## config.mk

```make
export PLATFORM = sky130hd
export DESIGN_NAME = sacc_stage_flat
export DESIGN_NICKNAME = d
export VERILOG_FILES = /design/src/rtl/sacc_stage_pkg.sv /design/src/rtl/sacc_stage_if.sv /design/src/rtl/sacc_stage_sat_clamp.sv /design/src/rtl/sacc_stage.sv /design/src/flat_wrapper.sv
export SDC_FILE = /design/constraint.sdc
export NUM_CORES = 1
export LEC_CHECK = 0
export BUFFER_PORTS_ARGS = -buffer_cell sky130_fd_sc_hd__buf_2
export CORE_ASPECT_RATIO = 0.6
export CORE_MARGIN = 3
export CORE_UTILIZATION = 39
export DETAILED_ROUTE_END_ITERATION = 12
export GPL_ROUTABILITY_DRIVEN = 1
export GPL_TIMING_DRIVEN = 0
export PLACE_DENSITY = 0.64
export SYNTH_ARGS = -nofsm -noshare
export SYNTH_HDL_FRONTEND = slang
export SYNTH_HIERARCHICAL = 1
export SYNTH_SLANG_ARGS = --single-unit
```

## constraint.sdc

```tcl
create_clock -name Clk -period 3.1 [get_ports Clk]
set_input_delay 0.155 -clock Clk [delete_from_list [all_inputs] [get_ports Clk]]
set_output_delay 0.155 -clock Clk [all_outputs]
set_load 0.02 [all_outputs]
```

## src/rtl/sacc_stage_pkg.sv

```systemverilog
// Shared types and saturation bounds for the saturating frame accumulator.
// The bound helpers return 64-bit values; callers keep the low bits they need.
package sacc_stage_pkg;

   typedef enum logic {
      ST_ACCUM = 1'b0,
      ST_DONE  = 1'b1
   } state_t;

   function automatic logic signed [63:0] sat_max(input int w);
      return (64'sd1 <<< (w - 1)) - 64'sd1;
   endfunction

   function automatic logic signed [63:0] sat_min(input int w);
      return -(64'sd1 <<< (w - 1));
   endfunction

endpackage

```

## src/rtl/sacc_stage_if.sv

```systemverilog
// Sample-in / result-out handshake bundle of the accumulator stage.
// Both sides use valid/ready: a beat moves on a rising edge where valid && ready.
interface sacc_stage_if #(
   parameter int DATAWIDTH = 8,
   parameter int ACCWIDTH  = 16
);
   logic                        clr;
   logic                        in_valid;
   logic                        in_ready;
   logic signed [DATAWIDTH-1:0] sum;
   logic                        out_valid;
   logic                        out_ready;
   logic signed [ACCWIDTH-1:0]  acc_out;
   logic                        ovf;

   modport master (
      output clr, in_valid, sum, out_ready,
      input  in_ready, out_valid, acc_out, ovf
   );

   modport slave (
      input  clr, in_valid, sum, out_ready,
      output in_ready, out_valid, acc_out, ovf
   );
endinterface

```

## src/rtl/sacc_stage_sat_clamp.sv

```systemverilog
// Combinational signed clamp from W+1 bits down to W bits.
// ovf is raised whenever either bound had to be applied.
module sat_clamp
   import sacc_stage_pkg::*;
#(
   parameter int W = 16
) (
   input  logic signed [W:0]   din,
   output logic signed [W-1:0] dout,
   output logic                ovf
);
   localparam logic signed [63:0] MAX64 = sat_max(W);
   localparam logic signed [63:0] MIN64 = sat_min(W);
   localparam logic signed [W:0]  MAXV  = MAX64[W:0];
   localparam logic signed [W:0]  MINV  = MIN64[W:0];

   logic pos_ovf;
   logic neg_ovf;

   always_comb begin
      pos_ovf = (din > MAXV);
      neg_ovf = (din < MINV);
      ovf     = pos_ovf | neg_ovf;
      if (pos_ovf) begin
         dout = MAXV[W-1:0];
      end else if (neg_ovf) begin
         dout = MINV[W-1:0];
      end else begin
         dout = din[W-1:0];
      end
   end
endmodule

```

## src/rtl/sacc_stage.sv

```systemverilog
// Saturating frame accumulator: sums COUNT signed samples, then holds the
// clamped total and a sticky overflow flag until the consumer takes it.
module sacc_stage
   import sacc_stage_pkg::*;
#(
   parameter int DATAWIDTH = 8,
   parameter int ACCWIDTH  = 16,
   parameter int COUNT     = 4
) (
   input  logic        Clk,
   input  logic        Rst,
   sacc_stage_if.slave bus,
   output state_t      state_dbg
);
   localparam int            CW   = $clog2(COUNT + 1);
   localparam logic [CW-1:0] LAST = CW'(COUNT - 1);

   state_t                      state_q, state_d;
   logic signed [ACCWIDTH-1:0]  acc_q, acc_d;
   logic [CW-1:0]               cnt_q, cnt_d;
   logic                        ovf_q, ovf_d;

   logic signed [ACCWIDTH:0]    sum_ext;
   logic signed [ACCWIDTH:0]    acc_wide;
   logic signed [ACCWIDTH-1:0]  clamp_val;
   logic                        clamp_ovf;

   // One guard bit is enough: two in-range values can never overflow ACCWIDTH+1.
   always_comb begin
      sum_ext  = {{(ACCWIDTH + 1 - DATAWIDTH){bus.sum[DATAWIDTH-1]}}, bus.sum};
      acc_wide = {acc_q[ACCWIDTH-1], acc_q} + sum_ext;
   end

   sat_clamp #(.W(ACCWIDTH)) u_sat_clamp (
      .din  (acc_wide),
      .dout (clamp_val),
      .ovf  (clamp_ovf)
   );

   always_ff @(posedge Clk) begin
      if (Rst) begin
         state_q <= ST_ACCUM;
         acc_q   <= '0;
         cnt_q   <= '0;
         ovf_q   <= 1'b0;
      end else begin
         state_q <= state_d;
         acc_q   <= acc_d;
         cnt_q   <= cnt_d;
         ovf_q   <= ovf_d;
      end
   end

   always_comb begin
      state_d = state_q;
      acc_d   = acc_q;
      cnt_d   = cnt_q;
      ovf_d   = ovf_q;
      if (bus.clr) begin
         state_d = ST_ACCUM;
         acc_d   = '0;
         cnt_d   = '0;
         ovf_d   = 1'b0;
      end else begin
         case (state_q)
            ST_ACCUM: begin
               if (bus.in_valid) begin
                  acc_d = clamp_val;
                  ovf_d = ovf_q | clamp_ovf;
                  cnt_d = cnt_q + CW'(1);
                  if (cnt_q == LAST) begin
                     state_d = ST_DONE;
                  end
               end
            end
            ST_DONE: begin
               // Counter sits at COUNT here; it is cleared when the result leaves.
               if (bus.out_ready) begin
                  state_d = ST_ACCUM;
                  acc_d   = '0;
                  cnt_d   = '0;
                  ovf_d   = 1'b0;
               end
            end
            default: begin
               state_d = ST_ACCUM;
            end
         endcase
      end
   end

   always_comb begin
      bus.in_ready  = (state_q == ST_ACCUM);
      bus.out_valid = (state_q == ST_DONE);
      bus.acc_out   = acc_q;
      bus.ovf       = ovf_q;
      state_dbg     = state_q;
   end
endmodule

```

## src/flat_wrapper.sv

```systemverilog
// flat-port wrapper written by rule: the top's interface ports become plain ports
module sacc_stage_flat import sacc_stage_pkg::*;
#(
   parameter int DATAWIDTH = 8,
   parameter int ACCWIDTH  = 16,
   parameter int COUNT     = 4
)
  (Clk, Rst, state_dbg, bus_clr, bus_in_valid, bus_sum, bus_out_ready, bus_in_ready, bus_out_valid, bus_acc_out, bus_ovf);
  sacc_stage_if #(.DATAWIDTH(DATAWIDTH), .ACCWIDTH(ACCWIDTH)) bus_i ();
  input  logic Clk;
  input  logic Rst;
  output state_t state_dbg;
  input wire logic [$bits(bus_i.clr)-1:0] bus_clr;
  input wire logic [$bits(bus_i.in_valid)-1:0] bus_in_valid;
  input wire logic [$bits(bus_i.sum)-1:0] bus_sum;
  input wire logic [$bits(bus_i.out_ready)-1:0] bus_out_ready;
  output wire logic [$bits(bus_i.in_ready)-1:0] bus_in_ready;
  output wire logic [$bits(bus_i.out_valid)-1:0] bus_out_valid;
  output wire logic [$bits(bus_i.acc_out)-1:0] bus_acc_out;
  output wire logic [$bits(bus_i.ovf)-1:0] bus_ovf;
  assign bus_i.clr = bus_clr;
  assign bus_i.in_valid = bus_in_valid;
  assign bus_i.sum = bus_sum;
  assign bus_i.out_ready = bus_out_ready;
  assign bus_in_ready = bus_i.in_ready;
  assign bus_out_valid = bus_i.out_valid;
  assign bus_acc_out = bus_i.acc_out;
  assign bus_ovf = bus_i.ovf;
  sacc_stage #(.DATAWIDTH(DATAWIDTH), .ACCWIDTH(ACCWIDTH), .COUNT(COUNT)) u_core (.Clk(Clk), .Rst(Rst), .bus(bus_i), .state_dbg(state_dbg));
endmodule
```

# Word level (Yosys, flattened, before mapping)
# Index checks and enable logic that the tools add are counted.
dict set report word_totals {
  ff_bits 21
  out_inout_bits 20
  word_cells 31
}
dict set report classes {
  add_sub_neg 2
  n_lt_le_gt_ge 2
  eq_ne 3
  muxes 15
  bitwise 3
  reduce_logical 2
}
# cell n
set ops {}
lappend ops {{2-to-1 mux 16 bit} 4}
lappend ops {{one-hot mux 16 bit (2 select lines)} 1}
lappend ops {{adder 16 x 8 -> 17 bit} 1}
lappend ops {{> comparator 17 x 16 -> 1 bit (second input constant)} 1}
lappend ops {{less-than comparator 17 x 16 -> 1 bit (second input constant)} 1}
lappend ops {{2-to-1 mux 3 bit} 2}
lappend ops {{one-hot mux 3 bit (2 select lines)} 1}
lappend ops {{2-to-1 mux 1 bit} 5}
lappend ops {{inequality test 2 bit (second input constant)} 2}
lappend ops {{one-hot mux 1 bit (2 select lines)} 2}
lappend ops {{adder 3 x 1 -> 3 bit (second input constant)} 1}
lappend ops {{equality test 3 x 2 -> 1 bit (second input constant)} 1}
lappend ops {{OR 1 bit} 2}
lappend ops {{AND reduction 2 bit} 1}
lappend ops {{OR reduction 2 bit} 1}
lappend ops {{NOT 1 bit} 1}

# Longest topological paths before layout
dict set report logic_depth {
  word_depth 6
  mapped_depth 11
  ltp_nobuf 11
}

# Hierarchy
# Netlist, hierarchy kept.
# mod n_inst cells_each area_per_inst_um2 seq_area_each_um2
set modules_own_cells {}
lappend modules_own_cells {sacc_stage 1 187 1560.2 420.4}
lappend modules_own_cells {sat_clamp 1 51 269.0 0.0}

# Worst setup path before layout
# Ideal clock, no wire load.
dict set report synth_timing {
  kind {register to register}
  start {reg u_core.acc_q[0], in the netlist u_core/bus.acc_out[0]}
  end {reg u_core.acc_q[10], in the netlist u_core/bus.acc_out[10]}
  setup_ps 128
  arrival_ps 2534
  path_slack_ps 438
  stages_incl_launch_ff 12
  period_less_slack_ps 2662
  cell_sequence {dfxtp_1 > ha_1 > fa_1 > a21oi_1 > o22ai_2 > o211ai_2 > a31oi_1 > o22ai_1 > buf_6 > o21ai_2 > a22oi_1 > nor2_1}
}
dict set report synth_between {
  elab_chain_cells 6
  word_cells_on_any_way 7
  cone_classes {add/sub: 1; order compare: 2; mux: 4}
}
# item line
set synth_lines {}
lappend synth_lines {{from (decl)} sacc_stage.sv:19} ;# logic signed [ACCWIDTH-1:0] acc_q, acc_d;
lappend synth_lines {{from (signal assigned)} sacc_stage.sv:43} ;# acc_q <= '0;
lappend synth_lines {{from (signal assigned)} sacc_stage.sv:48} ;# acc_q <= acc_d;
lappend synth_lines {{adder 16 x 8 -> 17 bit (*)} sacc_stage.sv:31} ;# acc_wide = {acc_q[ACCWIDTH-1], acc_q} + sum_ext;
lappend synth_lines {{via u_core.acc_wide[16]} sacc_stage.sv:24} ;# logic signed [ACCWIDTH:0] acc_wide;
lappend synth_lines {{less-than comparator 17 x 16 -> 1 bit} sacc_stage_sat_clamp.sv:22} ;# neg_ovf = (din < MINV);
lappend synth_lines {{2-to-1 mux 16 bit} sacc_stage_sat_clamp.sv:26} ;# end else if (neg_ovf) begin
lappend synth_lines {{2-to-1 mux 16 bit (*)} sacc_stage_sat_clamp.sv:24} ;# if (pos_ovf) begin
lappend synth_lines {{via u_core.clamp_val[10]} sacc_stage.sv:25} ;# logic signed [ACCWIDTH-1:0] clamp_val;
lappend synth_lines {{2-to-1 mux 16 bit (*)} sacc_stage.sv:67} ;# if (bus.in_valid) begin
lappend synth_lines {{one-hot mux 16 bit (2 select lines) (*)} sacc_stage.sv:65} ;# case (state_q)
# Mark *: on every way through the listed nets, which the timed path passes. The rest lies on a longest branch. The select of a mux whose other input is x is not followed.
# A chain may end at the register's enable or synchronous reset.

# Final worst setup path
dict set report layout_timing {
  start {reg u_core.acc_q[0], in the netlist u_core/bus.acc_out[0]}
  end {reg u_core.acc_q[12], in the netlist u_core/bus.acc_out[12]}
}
# Same word-level chain as after synthesis.

==> key figures <==
Synth
  – Top cells by area, synth: dfxtp_1 (23%), ha_1 (12%), nor2_1 (8.6%)
  – Post-synth cell types: 43
  – Area leader, netlist: dfxtp_1
  – #FFs+latches synth: 21
  – Syn avg cell area: 7.686 µm²
  – Cell count after synthesis: 238
  – Seq/Total Area, Yosys: 22.98%
  – Post-Synthesis Cell Area: 0.001829 mm²
  – Synth async-reset ratio: 0%
  – Post-Syn Nets: 270
  – Primary FF master, synth: dfxtp_1
  – Top-count cell post-synth: nor2_1
  – Ys Warns: 6
  – Yosys top cell area share: 22.98%
  – Commonest cells post-synth: nor2_1 (42), nand2_1 (26), dfxtp_1 (21)
  – Post-synth EDFFs: 0

Global route
  – Congestion Overflow GR: 0
  – Initial antenna violation count: 0
  – Number of global-route vias before repair: 1,504
  – Largest net degree at the start of global routing: 13
  – First-pass GRT wire length: 7.569 mm
  – Gr usage total: 17.63%

Clocking
  – Clock latency on the worst-skew pair: 0.27 ns
  – Clk pin slew, worst setup/hold paths: 0.09 ns
  – Clock root buffer: clkbuf_8
  – H-tree levels: 1
  – Clk buf depth: 2
  – Num CTS Buffers: 3
  – # hold bufs at CTS: 0
  – CTS tree: done
  – Clock sink total: 21

STA
  – Max transition margin: 63.68%
  – Tcrit/Tclk final: 90.56%
  – Tightest Pin Transition: 0.5448 ns
  – Final Hold Violating Endpoints: 0
  – Max Clock Skew: 0.004174 ns
  – Max Freq: 356.2 MHz
  – Setup TNS: 0 ns
  – Slew Viols, Final: 0
  – RSZ-0062 raised after global routing: false
  – Final Critical Period: 2.807 ns
  – Setup violators final: 0

Critical path
  – Worst setup EP type: register
  – Crit-path leading delay family: compound AO/OA/AOI/OAI gates
  – Worst EP arrival: 2.95 ns
  – Crit-path max cell delay: 0.43 ns
  – Crit path kind: register to register
  – CP Cell Sequence: ha_1 > fa_1 > a21oi_1 > o22ai_2 > o211ai_2 > a31oi_1 > o22ai_2 > buf_6 > o21ai_2 > a22oi_1 > nor2_1
  – Most frequent CP cell: o22ai_2
  – Req. time, crit path: 3.24 ns
  – WP buf/inv: 1
  – Critical Path Source Type: register
  – CP max FO: 10
  – Slowest CP cell: fa_1

Layout
  – Area Growth Syn to Fin: 15.73%
  – Final core occ: 49.21%
  – Register Area: 420.4 µm²
  – Post-layout net count: 307
  – Area of the multi-input gates: 0.001333 mm²
  – Diode count: 0
  – Filler instances: 441
  – Layout cells sized above 1: 23.36%

Routing
  – First-pass DRT Iterations: 6
  – DR WL/cell: 14.18 µm
  – Final WL: 4.735 mm
  – Number of routed nets with antenna violations: 0
  – Iter 0 DRT Violations: 109
  – DR vias: 1,805
  – Remaining DRCs: 0
  – Via density: 5.404

Worst hold path
  – Hold WC Path Type: input pin to register

Floorplan
  – Die span in x: 94.42 µm
  – Row count: 18
  – Full die area: 0.005575 mm²
  – Starting Density: 42.52%
  – Core area: 0.004302 mm²
  – Number of top-level pins: 33
  – Die height: 59.05 µm

Outcome
  – Status: completed

Place
  – Post-DP HPWL: 3.653 mm
  – GPL Wtd Cong: 0.8787
  – IO Port Bufs: 32

Pwr
  – IR Drop Worst-Case VDD: 0.2106 mV
  – Leakage: 0.9535 nW
  – Pwr dens: 407.3 mW/mm²

Run
  – Max-Cap Viols: 0
path summary, 6_finish.rpt:
kind	start	end	depth (start not counted)	slack, ns
worst max-delay path	u_core/bus.acc_out[0]$_SDFFE_PP0P_	u_core/bus.acc_out[12]$_SDFFE_PP0P_	11	0.29
worst min-delay path	bus_out_ready	u_core/bus.ovf$_SDFFE_PP0P_	2	0.10
worst max register to register	u_core/bus.acc_out[0]$_SDFFE_PP0P_	u_core/bus.acc_out[12]$_SDFFE_PP0P_	11	0.29
worst min register to register	u_core/cnt_q[2]$_SDFFE_PP0P_	u_core/cnt_q[2]$_SDFFE_PP0P_	2	0.50
logic make-up after synthesis:
logic type	Yosys count	synth area share, %
AO/OA/AOI/OAI	78	31.05
XOR/XNOR	12	5.746
adder cells (fa/ha/maj)	19	13.41
buffers and inverters	16	4.514
flip-flops	21	22.98
multiplexers	3	1.642
AND/OR/NAND/NOR	89	20.66
per-layer routing:
metal / vias to the layer above / GRT usage [%] / share of wire, %
li1: 932 / - / -
met1: 821 / 27.95 / 56
met2: 52 / 24.70 / 38
met3: 0 / 3.553 / 6.3
met4: 0 / 2.469 / 0
met5: - / 0 / 0
sequential cells by signal, summed over array words and instances (netlist names):
signal,flops
u_core/bus.acc_out,16
u_core/bus.out_valid,1
u_core/bus.ovf,1
u_core/cnt_q,3
stage by stage:
stage                     area (µm²)  worst slack [ns]  power, mW  instances  hold WS [ns]
final                           2117            0.2927     0.8622        334        0.1047
after global routing            2117           0.05684     0.9262        334        0.1110
after CTS                       2111           0.06747     0.8665        334       0.09906
after detailed placement        2064            0.1017     0.6736        330        0.3916
after global placement          2064            0.1130     0.6702        330        0.3943
after floorplan                 1829            0.4380     0.5927        238        0.2530
worst reg2reg max path, stage by stage (launching register included):
cell	delay [ns]
dfxtp_1	0.33
ha_1	0.23
fa_1	0.43
a21oi_1	0.24
o22ai_2	0.14
o211ai_2	0.25
a31oi_1	0.13
o22ai_2	0.36
buf_6	0.25
o21ai_2	0.08
a22oi_1	0.17
nor2_1	0.06
area by class of cell:
class,instances,area share (%)
flip-flops and latches,21,19.86
plain buffers,11,3.014
multi-input cells,201,62.94
repair buffers,32,7.565
inverters,5,0.8865
clock buffers,3,1.950
well taps,60,3.546
clock inverters,1,0.2364
timing repair:
item / 4_1_cts / 5_1_grt
gates resized for setup: 0 / 1
buffers inserted: 0 / 0
endpoints found under the setup margin: 0 / 16
power by group:
group	internal (mW)	total (mW)	switching [mW]
clock network	0.0898	0.189	0.0994
registers	0.284	0.295	0.0108
logic	0.153	0.379	0.226
total	0.526	0.862	0.336
placed cells by master, fill, tap and decap left out, types with 2 or more instances in the layout:
cell | Yosys | final
o21ai_0 | 3 | 3
inv_1 | 5 | 5
o211ai_2 | 2 | 2
a21oi_2 | 4 | 4
nor2_1 | 42 | 42
nand2b_1 | 2 | 2
nand2_1 | 26 | 26
buf_2 | 3 | 35
o211ai_1 | 2 | 2
a21o_1 | 3 | 3
xnor2_1 | 7 | 7
ha_1 | 18 | 18
nand3_1 | 7 | 7
a22oi_1 | 17 | 17
o21ai_2 | 10 | 10
buf_4 | 3 | 3
nor3_1 | 4 | 4
mux2i_1 | 3 | 3
a21oi_1 | 14 | 14
dfxtp_1 | 21 | 21
nor2b_1 | 5 | 5
clkbuf_8 | 0 | 3
o22ai_2 | 1 | 2
clkbuf_1 | 4 | 4
xor2_1 | 5 | 5
o21ai_1 | 9 | 9
No activity file was read; power rests on OpenSTA's default activity.
